==> config.mk <==
export PLATFORM = sky130hd
export DESIGN_NAME = dual_port_ram_1clk
export DESIGN_NICKNAME = d
export VERILOG_FILES = /design/src/rtl/dual_port_ram_1clk.sv
export SDC_FILE = /design/constraint.sdc
export NUM_CORES = 1
export LEC_CHECK = 0
export ABC_AREA = 1
export CAP_MARGIN = 20
export CORE_AREA = 2 2 135 137
export CTS_BUF_LIST = sky130_fd_sc_hd__clkbuf_16
export DETAILED_ROUTE_END_ITERATION = 10
export DIE_AREA = 0 0 137 139
export PLACE_DENSITY = 0.53
export SLEW_MARGIN = 20
export SYNTH_ARGS = -nofsm -noshare
export SYNTH_HDL_FRONTEND = slang
export SYNTH_SLANG_ARGS = --single-unit
==> constraint.sdc <==
create_clock -name clk -period 2.55 [get_ports clk]
set_clock_uncertainty 0.1 [all_clocks]
set_input_delay 0.765 -clock clk [delete_from_list [all_inputs] [get_ports clk]]
set_output_delay 0.765 -clock clk [all_outputs]
set_load 0.02 [all_outputs]
==> src/rtl/dual_port_ram_1clk.sv <==
// Single-clock simple dual-port RAM with a post-reset zero-fill sweep and registered read port.
// Optional macro DPR_WR_BYPASS_EN selects write-first same-address behaviour (default read-first).
module dual_port_ram_1clk #(
  parameter int unsigned ADDR_WIDTH = 4,
  parameter int unsigned DATA_WIDTH = 8
) (
  input  logic                  clk,
  input  logic                  rst,
  input  logic                  we,
  input  logic [ADDR_WIDTH-1:0] wr_addr,
  input  logic [DATA_WIDTH-1:0] din,
  input  logic [ADDR_WIDTH-1:0] rd_addr,
  output logic [DATA_WIDTH-1:0] dout,
  output logic                  init_done
);

  localparam int unsigned DEPTH = 2 ** ADDR_WIDTH;

  localparam logic [0:0] ST_INIT  = 1'b0;
  localparam logic [0:0] ST_READY = 1'b1;

  localparam logic [ADDR_WIDTH-1:0] LAST_ADDR = {ADDR_WIDTH{1'b1}};

  logic [0:0]            r_state;
  logic [0:0]            w_state_next;
  logic [ADDR_WIDTH-1:0] r_sp;
  logic [ADDR_WIDTH-1:0] w_sp_next;
  logic [DATA_WIDTH-1:0] r_mem [DEPTH];
  logic [DATA_WIDTH-1:0] r_dout;
  logic [DATA_WIDTH-1:0] w_dout_next;

  logic                  w_in_init;
  logic                  w_sweep_last;
  logic                  w_mem_we;
  logic [ADDR_WIDTH-1:0] w_mem_addr;
  logic [DATA_WIDTH-1:0] w_mem_wdata;

  assign w_in_init    = (r_state == ST_INIT);
  assign w_sweep_last = (r_sp == LAST_ADDR);

  always_comb begin
    w_state_next = r_state;
    w_sp_next    = r_sp;
    if (w_in_init) begin
      w_sp_next = r_sp + 1'b1;
      if (w_sweep_last) begin
        w_state_next = ST_READY;
      end
    end
  end

  always_ff @(posedge clk or posedge rst) begin
    if (rst) begin
      r_state <= ST_INIT;
      r_sp    <= '0;
    end else begin
      r_state <= w_state_next;
      r_sp    <= w_sp_next;
    end
  end

  // The sweep owns the write port during INIT; user writes are dropped, not queued.
  always_comb begin
    if (w_in_init) begin
      w_mem_we    = 1'b1;
      w_mem_addr  = r_sp;
      w_mem_wdata = '0;
    end else begin
      w_mem_we    = we;
      w_mem_addr  = wr_addr;
      w_mem_wdata = din;
    end
  end

  always_ff @(posedge clk) begin
    if (w_mem_we && !rst) begin
      r_mem[w_mem_addr] <= w_mem_wdata;
    end
  end

  always_comb begin
    w_dout_next = r_mem[rd_addr];
`ifdef DPR_WR_BYPASS_EN
    if (we && (wr_addr == rd_addr)) begin
      w_dout_next = din;
    end
`else
`endif
    if (w_in_init) begin
      w_dout_next = '0;
    end
  end

  always_ff @(posedge clk or posedge rst) begin
    if (rst) begin
      r_dout <= '0;
    end else begin
      r_dout <= w_dout_next;
    end
  end

  assign dout      = r_dout;
  assign init_done = (r_state == ST_READY);

endmodule

[Word level (Yosys, flattened, before mapping)]
Memory sizes are Yosys's and may differ from the RTL's.
Cells that the tools add are included.
Cells by class
  add/sub/neg operators: 1
  multipliers: 0
  divide/modulo/power cells: 0
  order comparisons: 0
  eq/ne operators: 1
  shift operators: 0
  mux-type cells: 8
  bitwise operators: 0
  reductions and logical operators: 2
Operators by type and width (count)
  8-bit 2-to-1 mux: 2
  1-bit 2-to-1 mux: 5
  4-bit by 1-bit adder with 4-bit output, second input constant: 1
  4-bit == test, second input constant: 1
  4-bit 2-to-1 mux: 1
  1-bit logical AND: 1
  1-bit zero test: 1
Word-level totals
  register bits: 13
  bits in latches: 0
  bits in writable memories: 128
  bits in read-only memories: 0
  input bits: 19
  output and inout port bits: 9
  memories: 1
Memories
  r_mem: words 16, width 8, rd ports 1, clocked after memory_dff 0, write ports 1, RTL line 28  | logic [DATA_WIDTH-1:0] r_mem [DEPTH];

[Depth between registers and ports, before layout]
Gate-level depths: netlist (run 1).
  depth in word-level cells: 4
  gate-level depth with buffers: 8
  mapped depth without buffers: 7

[Worst setup path before layout (run 1)]
Ideal clock, no wire load.
  path type: input-to-reg
  from: input port we
  to: memory r_mem[10][0] (enable)
  data arrival time: 1529 ps
  required time: 2080 ps
  path slack: 550 ps
  cell stages on the path: 4
  path buffers: 0
  cell sequence: nor2_1 -> nor2_1 -> nand4_1 -> nor2_1
On the way
  cells in the longest elaborated chain, start to end: 4
Ends and longest elaborated chain
  start, declared: RTL line 9  | input logic we,
  1-bit 2-to-1 mux: RTL line 64  | if (w_in_init) begin
  1-bit logical AND: RTL line 76  | if (w_mem_we && !rst) begin
  1-bit 2-to-1 mux: RTL line 76
  1-bit 2-to-1 mux (implied by the code): RTL line 77  | r_mem[w_mem_addr] <= w_mem_wdata;
  end, declared: RTL line 28
Every way passes these cells.

[Final worst setup path (run 1)]
  from: register r_state (netlist: init_done)
  to: output port init_done
RTL lines
  start, declared: RTL line 24  | logic [0:0] r_state;
  start signal, assigned: RTL line 57  | r_state <= w_state_next;
  end, declared: RTL line 14  | output logic init_done
No word-level cell between the ends.

==> results.py, run 1 <==
metrics = {
    "layout": {
        "multi_input_gate_area_in_the_final_layout_sq_um": 1410,
        "layout_cells_sized_above_1_pct": 10.7,
        "final.fill_count": 1725,
        "diodes": 0,
        "syn2layout_area_growth_pct": 20.4,
        "final_common_cell": "sky130_fd_sc_hd__nand2_1",
        "fin_area_sq_um": 7290,
        "final_nets": 659,
        "mostFrequentLayoutCells": "sky130_fd_sc_hd__nand2_1 (215), sky130_fd_sc_hd__edfxtp_1 (128), sky130_fd_sc_hd__nand3_1 (82)",
        "area.sequential_sq_um": 4170,
    },
    "setup_path": {
        "worst_path_dominant_cell_family": "buffers and inverters",
        "crit-reg2reg-launch": "init_done",
        "crit_path_start": "init_done",
        "crit_chain": "clkdlybuf4s50_1",
        "max_stage_delay_ns": 0.62,
        "number_of_cells_on_the_critical_path": 1,
        "timing.setup.critical_path_class": "flip-flop to primary output",
        "worstSetupEndpoint": "init_done",
        "critPathCaptureType": "primary output",
        "worst_reg2reg_setup_slack_ns": 0.64,
        "cp.buffers_inverters": 1,
        "timing.reg2reg.worst_path_depth": 7,
        "critical-path-slowest-cell": "sky130_fd_sc_hd__clkdlybuf4s50_1",
        "crit_required_ns": 1.69,
        "startpoint_type": "flip-flop",
        "timing.critical_path.fanout_max": 3,
        "data_arrival_at_the_endpoint_of_the_critical_path_ns": 1.43,
        "crit-reg2reg-capture": "r_mem[14][6]",
    },
    "yosys": {
        "yosys.area_share.simple_pct": 21.8,
        "synth_fa_ha_area_share_pct": 0.207,
        "synth.lib_cells_used.distinct": 18,
        "largest_family_of_logic_cells_by_synthesized_area": "simple AND/OR/NAND/NOR gates",
        "synth_area_leader_cell": "sky130_fd_sc_hd__edfxtp_1",
        "post_synth.cell_area_avg_sq_um": 10.3,
        "synth_xor_xnor_area_share_pct": 0.434,
        "synth_seq_area_share_pct": 68.9,
        "netlist_instances": 585,
        "yosys-mux-area-fraction_pct": 0,
        "synth-seq-cells": 141,
        "synthTopCellsByArea": "sky130_fd_sc_hd__edfxtp_1 (63%), sky130_fd_sc_hd__nand2_1 (13%), sky130_fd_sc_hd__nand3_1 (6.8%)",
        "synthesized_cell_area_sq_um": 6050,
        "syn-num-nets": 605,
        "yosysWarnings": 0,
        "synth_top_area_share_pct": 63.5,
        "synth_compound_area_share_pct": 0.868,
    },
    "global_route": {
        "grt_start_max_net_pins": 56,
        "global_route.overflow_total": 0,
        "grt_first_pass_wirelength_um": 21700,
        "grt_pass1_vias": 3973,
        "grt_use_total_pct": 15.6,
        "grt_antenna_before_repair": 0,
    },
    "power": {
        "p_seq_share_pct": 49.1,
        "comb_power_share_pct": 6.8,
        "power-per-cell-area_nw_per_um2": 711,
        "switching_share_pct": 23.9,
        "p_leak_nw": 3.09,
        "p_int_mw": 3.94,
        "max-vdd-ir-drop_mv": 0.512,
        "p_switching_mw": 1.24,
        "clkPwrFrac_pct": 44.1,
    },
    "sta": {
        "timing.final.hold_violations": 0,
        "layout_worst_path_cycle_share_pct": 90.1,
        "timing_worst_slew_pin_value_ns": 0.533,
        "setup_viol_count_final": 0,
        "final.setup.tns_ns": 0,
        "final-max-slew-violation-count": 0,
        "timing.slew.headroom_pct": 64.4,
        "max_freq_mhz": 435,
        "min_period_ns": 2.30,
        "rsz_0062_raised_after_global_routing": "no",
    },
    "place": {
        "buffer_ports.inserted": 27,
        "placedInstanceArea_sq_um": 6730,
        "hpwl_um": 9240,
        "globalplace.congestion": 0.813,
    },
    "floorplan": {
        "floorplan.die_area_sq_um": 19000,
        "boundaryPins": 28,
        "vertical_extent_of_the_die_um": 139,
        "start_util_pct": 34.3,
        "core.rowCount": 49,
        "die_width_um": 137,
        "core_outline_area_sq_um": 17700,
    },
    "routing": {
        "drt_pass1_iterations": 4,
        "drt_first_iter_violations": 314,
        "routedWlPerCell_um": 15.7,
        "via_per_inst": 4.59,
        "drtAntennaViolNets": 0,
        "drcViolationCount": 0,
        "detailroute.via_count": 4044,
        "detail_route.wirelength_um": 13800,
    },
    "cts": {
        "h_tree_level_count": 4,
        "cts.repair_timing.setup_buffer_count": 0,
        "cts-hold-fix-buffers": 0,
        "clk_transition_reported_paths_ns": 0.06,
        "cts_tree": "done",
        "tritoncts.num_buffers": 17,
        "cts.sink_count": 141,
        "ctsResizeCount": 0,
        "worst_skew_pair.late_latency_ns": 0.42,
        "root_buffer_selected_by_cts": "sky130_fd_sc_hd__clkbuf_16",
        "cts.path.max_buffers": 2,
    },
    "job": {
        "reported_max_cap_violation_count": 0,
    },
    "min_path": {
        "hp-start": "r_sp[3]",
        "hold_path_class": "flip-flop to flip-flop",
    },
    "status": {
        "run_status": "finished clean",
    },
}
==> through the flow <==
stage | util [%] | hold WS [ns] | cells | setup slack [ns] | total power, mW
after floorplan | - | 0.368 | 585 | 0.550 | 2.79
after global placement | 38.1 | 0.401 | 849 | 0.0688 | 2.95
after detailed placement | 38.1 | 0.415 | 849 | 0.0750 | 2.95
after CTS | 41.3 | 0.425 | 881 | 0.237 | 5.22
after global routing | 41.3 | 0.444 | 881 | 0.194 | 5.36
final | 41.3 | 0.424 | 881 | 0.253 | 5.18
==> cell families after synthesis <==
| logic type | Yosys count |
|---|---|
| compound gates | 10 |
| xor+xnor | 3 |
| fa+ha+maj | 1 |
| buf+inv | 108 |
| flops | 141 |
| simple gates | 322 |
==> area by class of cell <==
class	instances	area share (%)
timing repair buffer	61	7.66
inverter	82	4.22
clock buffer	17	5.84
multi-input combinational	336	19.3
clock inverter	15	1.80
sequential	141	57.2
tap	229	3.93
==> state kept, by name, summed over array words and instances (netlist names) <==
| signal | flops |
|---|---|
| dout | 8 |
| init_done | 1 |
| r_mem | 128 |
| r_sp | 4 |
==> worst min path at each step <==
stage	end	cells after the start	slack (ns)
2_1_floorplan	r_sp[3]	1	0.37
3_3_place_gp	r_sp[3]	1	0.40
3_5_place_dp	r_sp[3]	1	0.41
4_1_cts	r_sp[3]	1	0.42
5_1_grt	r_sp[0]	1	0.44
6_report	r_sp[3]	1	0.42
==> Yosys cell counts <==
library cell               count
sky130_fd_sc_hd__o21ai_0       1
sky130_fd_sc_hd__buf_4         1
sky130_fd_sc_hd__buf_6         6
sky130_fd_sc_hd__dfrtp_1      13
sky130_fd_sc_hd__nand2_1     215
sky130_fd_sc_hd__a21oi_1       8
sky130_fd_sc_hd__nand4_1       3
sky130_fd_sc_hd__xnor2_1       2
sky130_fd_sc_hd__o21a_1        1
sky130_fd_sc_hd__buf_2        16
sky130_fd_sc_hd__inv_2         3
sky130_fd_sc_hd__edfxtp_1    128
sky130_fd_sc_hd__ha_1          1
sky130_fd_sc_hd__nor2_1       22
sky130_fd_sc_hd__inv_1        79
sky130_fd_sc_hd__xor2_1        1
sky130_fd_sc_hd__nand3_1      82
sky130_fd_sc_hd__clkbuf_1      3
==> power by group through the flow <==
stage	Sequential, mW	Clock [mW]	Combinational (mW)
finish	2.54	2.28	0.352
global route	2.54	2.42	0.390
CTS	2.54	2.31	0.357
detailed placement	2.59	0	0.356
global placement	2.59	0	0.356
floorplan	2.61	0	0.180
==> per-layer routing <==
metal | wire length, um | GRT usage, % | vias up
met5 | 0 | 0 | -
met4 | 276 | 5.64 | 0
met3 | 629 | 3.62 | 21
met2 | 6630 | 24.5 | 94
met1 | 6290 | 21.2 | 1930
li1 | - | - | 1999
No activity file was read; power rests on OpenSTA's default activity.
==> inputs of run 2 (changes only) <==
--- a/config.mk
+++ b/config.mk
@@ -7,11 +7,11 @@
 export LEC_CHECK = 0
 export ABC_AREA = 1
 export CAP_MARGIN = 20
-export CORE_AREA = 2 2 135 137
+export CORE_AREA = 4 4 111 113
 export CTS_BUF_LIST = sky130_fd_sc_hd__clkbuf_16
 export DETAILED_ROUTE_END_ITERATION = 10
-export DIE_AREA = 0 0 137 139
-export PLACE_DENSITY = 0.53
+export DIE_AREA = 0 0 115 117
+export PLACE_DENSITY = 0.7
 export SLEW_MARGIN = 20
 export SYNTH_ARGS = -nofsm -noshare
 export SYNTH_HDL_FRONTEND = slang
==> results.py, run 2 (same netlist as run 1, synthesis figures left out) <==
metrics = {
    "layout": {
        "final_common_cell": "sky130_fd_sc_hd__nand2_1",
        "mostFrequentLayoutCells": "sky130_fd_sc_hd__nand2_1 (215), sky130_fd_sc_hd__edfxtp_1 (128), sky130_fd_sc_hd__nand3_1 (82)",
        "multi_input_gate_area_in_the_final_layout_sq_um": 1410,
        "final_nets": 666,
        "diodes": 0,
        "final.fill_count": 868,
        "syn2layout_area_growth_pct": 20.4,
        "largest_register_ffs": 128,
        "layout_cells_sized_above_1_pct": 11.5,
        "max_flop_register": "r_mem",
        "area.sequential_sq_um": 4170,
    },
    "floorplan": {
        "core.rowCount": 39,
        "core_outline_area_sq_um": 11300,
        "start_util_pct": 53.5,
        "boundaryPins": 28,
        "floorplan.die_area_sq_um": 13500,
        "vertical_extent_of_the_die_um": 117,
        "die_width_um": 115,
    },
    "setup_path": {
        "crit_required_ns": 1.69,
        "timing.setup.critical_path_class": "flip-flop to primary output",
        "timing.critical_path.fanout_max": 3,
        "data_arrival_at_the_endpoint_of_the_critical_path_ns": 1.45,
        "critical-path-slowest-cell": "sky130_fd_sc_hd__clkdlybuf4s50_1",
        "cp.buffers_inverters": 1,
        "startpoint_type": "flip-flop",
        "worst_path_dominant_cell_family": "buffers and inverters",
        "critPathCaptureType": "primary output",
        "max_stage_delay_ns": 0.63,
        "crit_chain": "clkdlybuf4s50_1",
    },
    "min_path": {
        "hold_path_class": "flip-flop to flip-flop",
    },
    "routing": {
        "drcViolationCount": 0,
        "routedWlPerCell_um": 17.4,
        "detail_route.wirelength_um": 14000,
        "drt_first_iter_violations": 413,
        "drt_pass1_iterations": 5,
        "detailroute.via_count": 4266,
        "drtAntennaViolNets": 0,
        "via_per_inst": 5.32,
    },
    "sta": {
        "min_period_ns": 2.32,
        "final.setup.tns_ns": 0,
        "timing.final.hold_violations": 0,
        "timing.slew.headroom_pct": 64.5,
        "setup_viol_count_final": 0,
        "max_freq_mhz": 431,
        "layout_worst_path_cycle_share_pct": 90.9,
        "timing_worst_slew_pin_value_ns": 0.531,
        "final-max-slew-violation-count": 0,
        "rsz_0062_raised_after_global_routing": "no",
    },
    "cts": {
        "cts.path.max_buffers": 2,
        "root_buffer_selected_by_cts": "sky130_fd_sc_hd__clkbuf_16",
        "worst_skew_pair.late_latency_ns": 0.42,
        "cts-hold-fix-buffers": 0,
        "clk_transition_reported_paths_ns": 0.06,
        "cts_tree": "done",
        "tritoncts.num_buffers": 17,
        "h_tree_level_count": 4,
        "ctsResizeCount": 0,
        "cts.repair_timing.setup_buffer_count": 0,
        "cts.sink_count": 141,
    },
    "place": {
        "buffer_ports.inserted": 27,
        "hpwl_um": 9390,
        "globalplace.congestion": 0.936,
    },
    "power": {
        "max-vdd-ir-drop_mv": 0.469,
        "total_power_mw": 5.54,
        "p_leak_nw": 3.15,
        "power-per-cell-area_nw_per_um2": 761,
    },
    "global_route": {
        "grt_antenna_before_repair": 0,
        "grt_start_max_net_pins": 33,
        "global_route.overflow_total": 0,
        "grt_pass1_vias": 4195,
        "grt_use_total_pct": 22.5,
        "grt_first_pass_wirelength_um": 22100,
    },
    "job": {
        "reported_max_cap_violation_count": 0,
    },
    "status": {
        "run_status": "finished clean",
    },
}
==> run 2: worst paths after layout <==
check	cells after the start	endpoint	start	slack (ns)
worst max register to register	6	r_mem[14][3]	init_done	0.55
worst max-delay path	1	init_done	init_done	0.23
worst min register to register	1	r_sp[0]	r_sp[0]	0.43
worst min-delay path	1	r_sp[0]	r_sp[0]	0.43
max in group asynchronous	2	dout[1]	rst	1.38
min in group asynchronous	2	r_sp[2]	rst	0.61
==> run 2: power breakdown <==
part / switching [mW] / internal, mW
clock network: 0.993 / 1.65
logic: 0.227 / 0.127
registers: 0.00381 / 2.54
total: 1.22 / 4.32
==> run 2: per-stage QoR <==
step	std cells	worst slack [ns]	util, %	hold WS (ns)	instance area [sq um]
floorplan	585	0.550	-	0.368	6050
global placement	770	0.0486	58.8	0.400	6650
detailed placement	770	0.0220	58.8	0.411	6650
CTS	802	0.206	64.4	0.429	7290
global route	802	0.192	64.4	0.464	7290
finish	802	0.231	64.4	0.433	7290
==> run 2: final cells by class <==
cell class                      instances  share of cell area (%)
Clock buffer                           17                    5.84
Clock inverter                         15                    2.87
Inverter                               82                    4.22
Multi-Input combinational cell        336                    19.4
Sequential cell                       141                    57.2
Tap cell                              143                    2.46
Timing Repair Buffer                   68                    8.04
==> run 2: per-layer routing <==
metal | track usage [%] | up-vias | part of all wire [%]
met4 | 8.76 | 0 | 1.9
met5 | 0 | - | 0
met1 | 29.4 | 2040 | 41
met3 | 5.91 | 26 | 7.7
li1 | - | 2017 | -
met2 | 36.4 | 183 | 50
